==> config.mk <==
export PLATFORM = sky130hd
export DESIGN_NAME = seq_bin_to_bcd
export DESIGN_NICKNAME = d
export VERILOG_FILES = /design/src/rtl/bcd_pkg.sv /design/src/rtl/Hex7Segment.sv /design/src/rtl/bcd_adj3.sv /design/src/rtl/seq_bin_to_bcd.sv
export SDC_FILE = /design/constraint.sdc
export NUM_CORES = 1
export LEC_CHECK = 0
export CAP_MARGIN = 0
export CORE_MARGIN = 4
export CORE_UTILIZATION = 40
export CTS_CLUSTER_SIZE = 40
export DETAILED_ROUTE_END_ITERATION = 10
export GPL_TIMING_DRIVEN = 0
export PLACE_DENSITY = 0.69
export SYNTH_ARGS = -nofsm -noshare
export SYNTH_HDL_FRONTEND = slang
export SYNTH_SLANG_ARGS = --single-unit
export TNS_END_PERCENT = 20
==> constraint.sdc <==
create_clock -name clock -period 4.45 [get_ports clock]
set_input_delay 0.89 -clock clock [delete_from_list [all_inputs] [get_ports clock]]
set_output_delay 0.89 -clock clock [all_outputs]
set_load 0.005 [all_outputs]
==> src/rtl/bcd_pkg.sv <==
// Shared types and helpers for the sequential binary-to-BCD converter.
package bcd_pkg;

    typedef enum logic [1:0] {
        IDLE  = 2'd0,
        SHIFT = 2'd1,
        DONE  = 2'd2
    } state_t;

    localparam logic [6:0] BLANK    = 7'b1111111;
    localparam logic [6:0] SEG_ZERO = 7'b1000000;

    // Smallest digit count d with 10^d > 2^width - 1.
    function automatic int unsigned min_digits(input int unsigned width);
        longint unsigned max_val;
        longint unsigned pow;
        int unsigned     d;
        max_val = (64'd1 << width) - 64'd1;
        pow     = 64'd10;
        d       = 1;
        while (pow <= max_val) begin
            pow = pow * 64'd10;
            d   = d + 1;
        end
        return d;
    endfunction

endpackage

==> src/rtl/Hex7Segment.sv <==
// Hex digit to active-low 7-segment decoder (gfedcba); only built with BCD_SEG7_EN.
`ifdef BCD_SEG7_EN
module Hex7Segment (
    input  logic [3:0] hex,
    output logic [6:0] seg_c
);

    always_comb begin
        seg_c = 7'b1111111;
        case (hex)
            4'h0: seg_c = 7'b1000000;
            4'h1: seg_c = 7'b1111001;
            4'h2: seg_c = 7'b0100100;
            4'h3: seg_c = 7'b0110000;
            4'h4: seg_c = 7'b0011001;
            4'h5: seg_c = 7'b0010010;
            4'h6: seg_c = 7'b0000010;
            4'h7: seg_c = 7'b1111000;
            4'h8: seg_c = 7'b0000000;
            4'h9: seg_c = 7'b0010000;
            4'hA: seg_c = 7'b0001000;
            4'hB: seg_c = 7'b0000011;
            4'hC: seg_c = 7'b1000110;
            4'hD: seg_c = 7'b0100001;
            4'hE: seg_c = 7'b0000110;
            default: seg_c = 7'b0001110;
        endcase
    end

endmodule
`endif

==> src/rtl/bcd_adj3.sv <==
// Double-dabble correction cell: a BCD digit of 5 or more gets +3 before the shift.
module bcd_adj3 (
    input  logic [3:0] digit,
    output logic [3:0] adj_c
);

    assign adj_c = (digit >= 4'd5) ? digit + 4'd3 : digit;

endmodule

==> src/rtl/seq_bin_to_bcd.sv <==
// Multi-cycle double-dabble binary-to-BCD converter, one input bit per clock.
// Define BCD_SEG7_EN to add registered active-low 7-segment outputs (seg_out).
module seq_bin_to_bcd
    import bcd_pkg::*;
#(
    parameter int unsigned BIN_WIDTH = 8,
    parameter int unsigned DIGITS    = 3
) (
    input  logic                   clock,
    input  logic                   resetn,
    input  logic                   start,
    input  logic [BIN_WIDTH-1:0]   bin_in,
    output logic                   busy,
    output logic                   done,
    output logic [4*DIGITS-1:0]    bcd_out
`ifdef BCD_SEG7_EN
    ,
    output logic [7*DIGITS-1:0]    seg_out
`endif
);

    localparam int unsigned BCD_W = 4 * DIGITS;
    localparam int unsigned CNT_W = $clog2(BIN_WIDTH + 1);

    if (BIN_WIDTH < 4 || BIN_WIDTH > 20) begin : g_bad_width
        $error("seq_bin_to_bcd: BIN_WIDTH must be within 4..20");
    end
    if (DIGITS < min_digits(BIN_WIDTH)) begin : g_bad_digits
        $error("seq_bin_to_bcd: DIGITS too small for BIN_WIDTH");
    end

    state_t               state;
    logic [BCD_W-1:0]     scratch;
    logic [BCD_W-1:0]     adj;
    logic [BCD_W-1:0]     scratch_nxt;
    logic [BIN_WIDTH-1:0] shreg;
    logic [CNT_W-1:0]     cnt;

    for (genvar i = 0; i < DIGITS; i++) begin : g_adj
        bcd_adj3 u_adj (
            .digit (scratch[4*i +: 4]),
            .adj_c (adj[4*i +: 4])
        );
    end

    // Adjusted scratch shifted left, taking the next binary MSB as its LSB.
    assign scratch_nxt = {adj[BCD_W-2:0], shreg[BIN_WIDTH-1]};

`ifdef BCD_SEG7_EN
    logic [7*DIGITS-1:0] seg_raw;
    logic [7*DIGITS-1:0] seg_nxt;

    for (genvar i = 0; i < DIGITS; i++) begin : g_seg
        Hex7Segment u_seg (
            .hex   (scratch_nxt[4*i +: 4]),
            .seg_c (seg_raw[7*i +: 7])
        );
    end

    // Blank leading zeros from the top digit down; digit 0 always shows.
    always_comb begin
        logic lead;
        seg_nxt = seg_raw;
        lead    = 1'b1;
        for (int i = int'(DIGITS) - 1; i > 0; i--) begin
            lead = lead & (scratch_nxt[4*i +: 4] == 4'd0);
            if (lead) seg_nxt[7*i +: 7] = BLANK;
        end
    end
`endif

    always_ff @(posedge clock or negedge resetn) begin
        if (!resetn) begin
            state   <= IDLE;
            busy    <= 1'b0;
            done    <= 1'b0;
            bcd_out <= '0;
            scratch <= '0;
            shreg   <= '0;
            cnt     <= '0;
`ifdef BCD_SEG7_EN
            seg_out <= {{(DIGITS-1){BLANK}}, SEG_ZERO};
`endif
        end else begin
            done <= 1'b0;
            case (state)
                IDLE, DONE: begin
                    busy  <= 1'b0;
                    state <= IDLE;
                    if (start) begin
                        shreg   <= bin_in;
                        scratch <= '0;
                        cnt     <= CNT_W'(BIN_WIDTH);
                        busy    <= 1'b1;
                        state   <= SHIFT;
                    end
                end
                SHIFT: begin
                    scratch <= scratch_nxt;
                    shreg   <= {shreg[BIN_WIDTH-2:0], 1'b0};
                    cnt     <= cnt - CNT_W'(1);
                    if (cnt == CNT_W'(1)) begin
                        bcd_out <= scratch_nxt;
`ifdef BCD_SEG7_EN
                        seg_out <= seg_nxt;
`endif
                        busy    <= 1'b0;
                        done    <= 1'b1;
                        state   <= DONE;
                    end
                end
                default: begin
                    busy  <= 1'b0;
                    state <= IDLE;
                end
            endcase
        end
    end

endmodule

* Word-level counts from Yosys, hierarchy flattened *
Cells that the tools add are included.

storage, ports and cells
  bits in registers = 40
  bits in latches = 0
  bits in writable memories = 0
  memory bits (read-only) = 0
  logic and storage cells = 41
  memories = 0

operators by class
  add/subtract/negate cells = 4
  $mul = 0
  div/mod/pow operators = 0
  order comparisons = 3
  equal/unequal tests = 5
  shifts and indexed selects = 0
  muxes and demuxes = 17
  bitwise operators = 0
  reduce and logical (&&, ||, !) cells = 5

operators by type and width
  cell                                                 count
  one-hot mux 12 bit (2 select lines)                  1
  one-hot mux 8 bit (2 select lines)                   1
  >= comparator 4 x 3 -> 1 bit, second input constant  3
  2-to-1 mux 12 bit                                    1
  2-to-1 mux 4 bit                                     3
  adder 4 x 2 -> 4 bit, second input constant          2
  2-to-1 mux 8 bit                                     1
  one-hot mux 4 bit (2 select lines)                   1
  2-to-1 mux 1 bit                                     5
  equality test 4 x 1 -> 1 bit, second input constant  1
  != test 2 bit, second input constant                 2
  one-hot mux 2 bit (2 select lines)                   1
  AND reduction 2 bit                                  2
  subtractor 4 x 1 -> 4 bit, second input constant     1
  adder 3 x 2 -> 3 bit, second input constant          1
  2-to-1 mux 3 bit                                     1
  equality test 2 x 1 -> 1 bit, second input constant  1
  equality test 2 bit, second input constant           1
  logical NOT 2 bit                                    1
  2-to-1 mux 2 bit                                     1
  one-hot mux 1 bit (2 select lines)                   1
  nonzero test 2 bit                                   1
  OR reduction 2 bit                                   1

* Longest topological paths before layout *
  depth after elaboration = 4
  gate-level depth with buffers = 7

* Cells and area by module *
From an unflattened synthesis, not the netlist that was laid out.

second synthesis, totals
  cells, all modules = 166
  area total of the unflattened synthesis = 1910.6 um^2

modules (own cells, without submodules)
  module          times used  cells an instance  area each (um^2)  seq. area each (um^2)
  seq_bin_to_bcd  1           118                1606.5            1001.0
  bcd_adj3        3           16                 101.3             0.0

* Least setup slack after synthesis *
No wires, ideal clock.

  path kind = input port to flip-flop
  start point = in start
  end point = reg scratch[10]
  setup time = 121 ps
  arrival time = 1578 ps
  data required time = 4329 ps
  path slack = 2751 ps
  stages on the path = 5
  cells stage by stage = nor2b_1 buf_4 nor2_2 buf_2 a22o_1

on the way
  longest elaborated chain between the ends = 2

ends and longest elaborated chain
  item                                  RTL line              source
  start, declared                       seq_bin_to_bcd.sv:11  input logic start,
  != test 2 bit (no source line)        n/a
  AND reduction 2 bit (no source line)  n/a
  end signal, assigned                  seq_bin_to_bcd.sv:99  scratch <= scratch_nxt;
  end, declared                         seq_bin_to_bcd.sv:33  logic [BCD_W-1:0] scratch;

No other way between the ends.
A chain may end at the register's enable or synchronous reset.

* Final worst setup path *
  start point = reg bcd_out[1]
  end point = out bcd_out[1]

RTL lines
  item                    RTL line               source
  start, declared         seq_bin_to_bcd.sv:15   output logic [4*DIGITS-1:0] bcd_out
  start signal, assigned  seq_bin_to_bcd.sv:103  bcd_out <= scratch_nxt;

No word-level cell between the ends.

==> metrics.md <==
| Metric | Value |
|---|---|
| Root Driver | `clkbuf_8` |
| Final Cycle Share | `45.71%` |
| Fin. Hold Viols | `0` |
| CTS Sinks | `40` |
| Final Skew | `7.389 ps` |
| Post-Synthesis Cells | `177` |
| Worst slew pin tran | `872.5 ps` |
| R2R Setup Slk | `2800 ps` |
| Number of global-route vias before repair | `1330` |
| Routed wire length | `3627 µm` |
| # fillers | `426` |
| Placed cells | `253` |
| Syn Nets | `196` |
| Most common cell after layout, fill and taps aside | `dfrtp_1` |
| CTS tree | `yes` |
| Crit path cell chain | `clkdlybuf4s50_1` |
| Initial Util | `42.15%` |
| Peak VDD IR | `0.0002729 V` |
| Antenna Nets Post-Route | `0` |
| Leak Pwr | `1.041 nW` |
| Net Sw Power | `0.0006239 W` |
| Final setup vio count | `0` |
| P_int | `0.001032 W` |
| Crit-path max cell delay | `500 ps` |
| Largest net degree at the start of global routing | `41` |
| # DRC | `0` |
| Startpoint Class | `flop` |
| Clock latency on the worst-skew pair | `290 ps` |
| Die X | `76.43 µm` |
| Worst reg2reg path endpoint | `bcd_out[6]` |
| Area Overhead vs Synth | `20.84%` |
| Clock Power Share | `14.8%` |
| Max H-tree Level | `2` |
| Setup TNS | `0 ps` |
| Comb power frac | `45.9%` |
| Clk slew on worst S/H paths | `80 ps` |
| Sequential-to-total area share from yosys stat | `53.44%` |
| I/O Buffers | `24` |
| Critical Path AT | `1140 ps` |
| Post-DR wirelength/cell | `13.90 µm` |
| Core area | `4444 µm²` |
| Detailed Routing Iterations Pass 1 | `4` |
| Final net count | `227` |
| Unrepaired setup endpoints after global routing | `no` |
| Worst Min Path Start | `shreg[5]` |
| # diodes | `0` |
| DRT iter0 DRCs | `37` |
| CP Capture Type | `output pin` |
| Status | `complete, no violations` |
| Ys async rst share | `100.0%` |
| Finished Layout Cells | `261` |
| CP Data Required Time | `3560 ps` |
| Layout cells sized above 1 | `13.40%` |
| Gr ovfl total | `0` |
| Worst hold path class | `reg2reg` |
| R2r worst-path depth | `6` |
| Core Util, Final | `50.93%` |
| FF-to-FF Start | `scratch[4]` |
| Max Cap Viol | `0` |
| End of the critical path | `bcd_out[1]` |
| Syn Area/Cell | `10.58 µm²` |
| Setup Buffers After CTS | `0` |
| Die H | `76.43 µm` |
| Sw Share | `37.67%` |
| Synth warn | `0` |
| TritonCTS Buffers | `5` |
| CP max stage cell | `clkdlybuf4s50_1` |
| Placer congestion estimate | `0.7667` |
| Final max-slew violation count | `0` |
| Dpl ws | `2148 ps` |
| Most frequent cells in the layout | `dfrtp_1 (40), nand2_1 (33), clkdlybuf4s50_1 (23), o21ai_1 (20)` |
| Hold Buf Count CTS | `0` |
| Crit path depth | `1` |
| Seq pwr share | `39.3%` |
| Synth Flop Type | `dfrtp_1` |
| Via/cell ratio | `5.172` |
| DR vias | `1350` |
| Die area | `5842 µm²` |
| Row cnt | `24` |
| Tmin final | `2034 ps` |
| Initial antenna violation count | `0` |
| Critical path type | `reg2out` |
| I/O pins | `25` |
| HPWL after detailed placement | `2558 µm` |
| Total track usage | `13.24%` |
| Final instance area | `2263 µm²` |
| Crit. Startpoint | `bcd_out[1]` |
| Worst Slack Setup Final | `2416 ps` |
| First-pass GRT wire length | `6141 µm` |
| Max Fclk | `0.4916 GHz` |
| Crit-path leading delay family | `buffers and inverters` |
| Area after DPL | `2173 µm²` |
| Crit path buf inv count | `1` |
| Post-synthesis cell type count | `33` |
| PD cells | `731.7 nW/µm²` |
| Post-CTS sizing | `0` |
| Yosys reg bits | `40` |
| Clock buffer depth | `2` |
| Max-Slew Margin vs Limit | `41.83%` |
| Synthesized area | `1873 µm²` |
| Post-synth EDFFs | `0` |
| Max FO, Critical Path | `2` |
[routing by layer]
| layer | vias to the layer above | share of wire [%] | track usage, % |
|---|---|---|---|
| met2 | 25 | 48 | 22.23 |
| met3 | 8 | 3.8 | 3.428 |
| li1 | 664 | - | - |
| met4 | 0 | 1.6 | 5.435 |
| met5 | - | 0 | 0 |
| met1 | 653 | 47 | 16.12 |
[area by class of cell]
| type | count | area (µm²) | area share, % |
|---|---|---|---|
| flip-flops and latches | 40 | 1001 | 44.22 |
| multi-input cells | 120 | 790.8 | 34.94 |
| repair buffers | 24 | 235.2 | 10.39 |
| clock buffers | 8 | 90.09 | 3.980 |
| well taps | 52 | 65.06 | 2.875 |
| plain buffers | 7 | 41.29 | 1.824 |
| inverters | 10 | 40.04 | 1.769 |
[worst min path at each step]
stage,to,slack [ps],depth (start not counted)
3_5_place_dp,shreg[5],460,2
3_3_place_gp,shreg[5],460,2
2_1_floorplan,shreg[1],450,2
4_1_cts,shreg[5],480,2
6_report,shreg[5],480,2
5_1_grt,shreg[5],510,2
[synth_stat cells (2+ instances only)]
library cell   n  area (µm²)
inv_1          8       30.03
mux2i_1        2       20.02
mux2_4         4       60.06
nor3_1         4       20.02
o21ai_1       20       100.1
a22o_1         6       52.55
buf_2          3       15.01
ha_1           8       100.1
dfrtp_1       40        1001
a22oi_1        7       52.55
nor3b_1        5       37.54
nand2b_1       4       25.02
nand3_1        5       25.02
a21oi_1        5       25.02
buf_4          3       22.52
xnor2_1        3       26.28
a21oi_2        2       17.52
nand2_1       33       123.9
[power by group through the flow]
stage | Sequential, W | Combinational [W] | Clock, W
floorplan | 0.000637 | 0.000523 | 0
global placement | 0.000654 | 0.000746 | 0
detailed placement | 0.000659 | 0.000769 | 0
CTS | 0.000653 | 0.000770 | 0.000255
global route | 0.000676 | 0.000849 | 0.000269
finish | 0.000651 | 0.000760 | 0.000245
[registers in the layout (all words and copies together) (netlist names)]
| name | flops |
|---|---|
| bcd_out | 12 |
| scratch | 12 |
| shreg | 8 |
| cnt | 4 |
| state | 2 |
| busy | 1 |
| done | 1 |
[cells by family (layout without fill, tap and decap cells)]
logic type	Yosys count	after routing	share of synthesized area (%)
XOR/XNOR	3	3	1.403
buffers and inverters	17	49	4.342
multiplexers	8	8	5.478
AO/OA/AOI/OAI	43	43	14.83
flip-flops	40	40	53.44
adder cells (fa/ha/maj)	8	8	5.344
AND/OR/NAND/NOR	58	58	15.16
[metrics by stage]
stage | hold slack [ps] | power [W]
5_1_grt | 510.9 | 0.001794
2_1_floorplan | 446.3 | 0.001161
3_3_place_gp | 459.2 | 0.001400
3_5_place_dp | 462.4 | 0.001428
6_report | 477.9 | 0.001656
4_1_cts | 481.8 | 0.001678
Power figures use the tool's default switching activity.
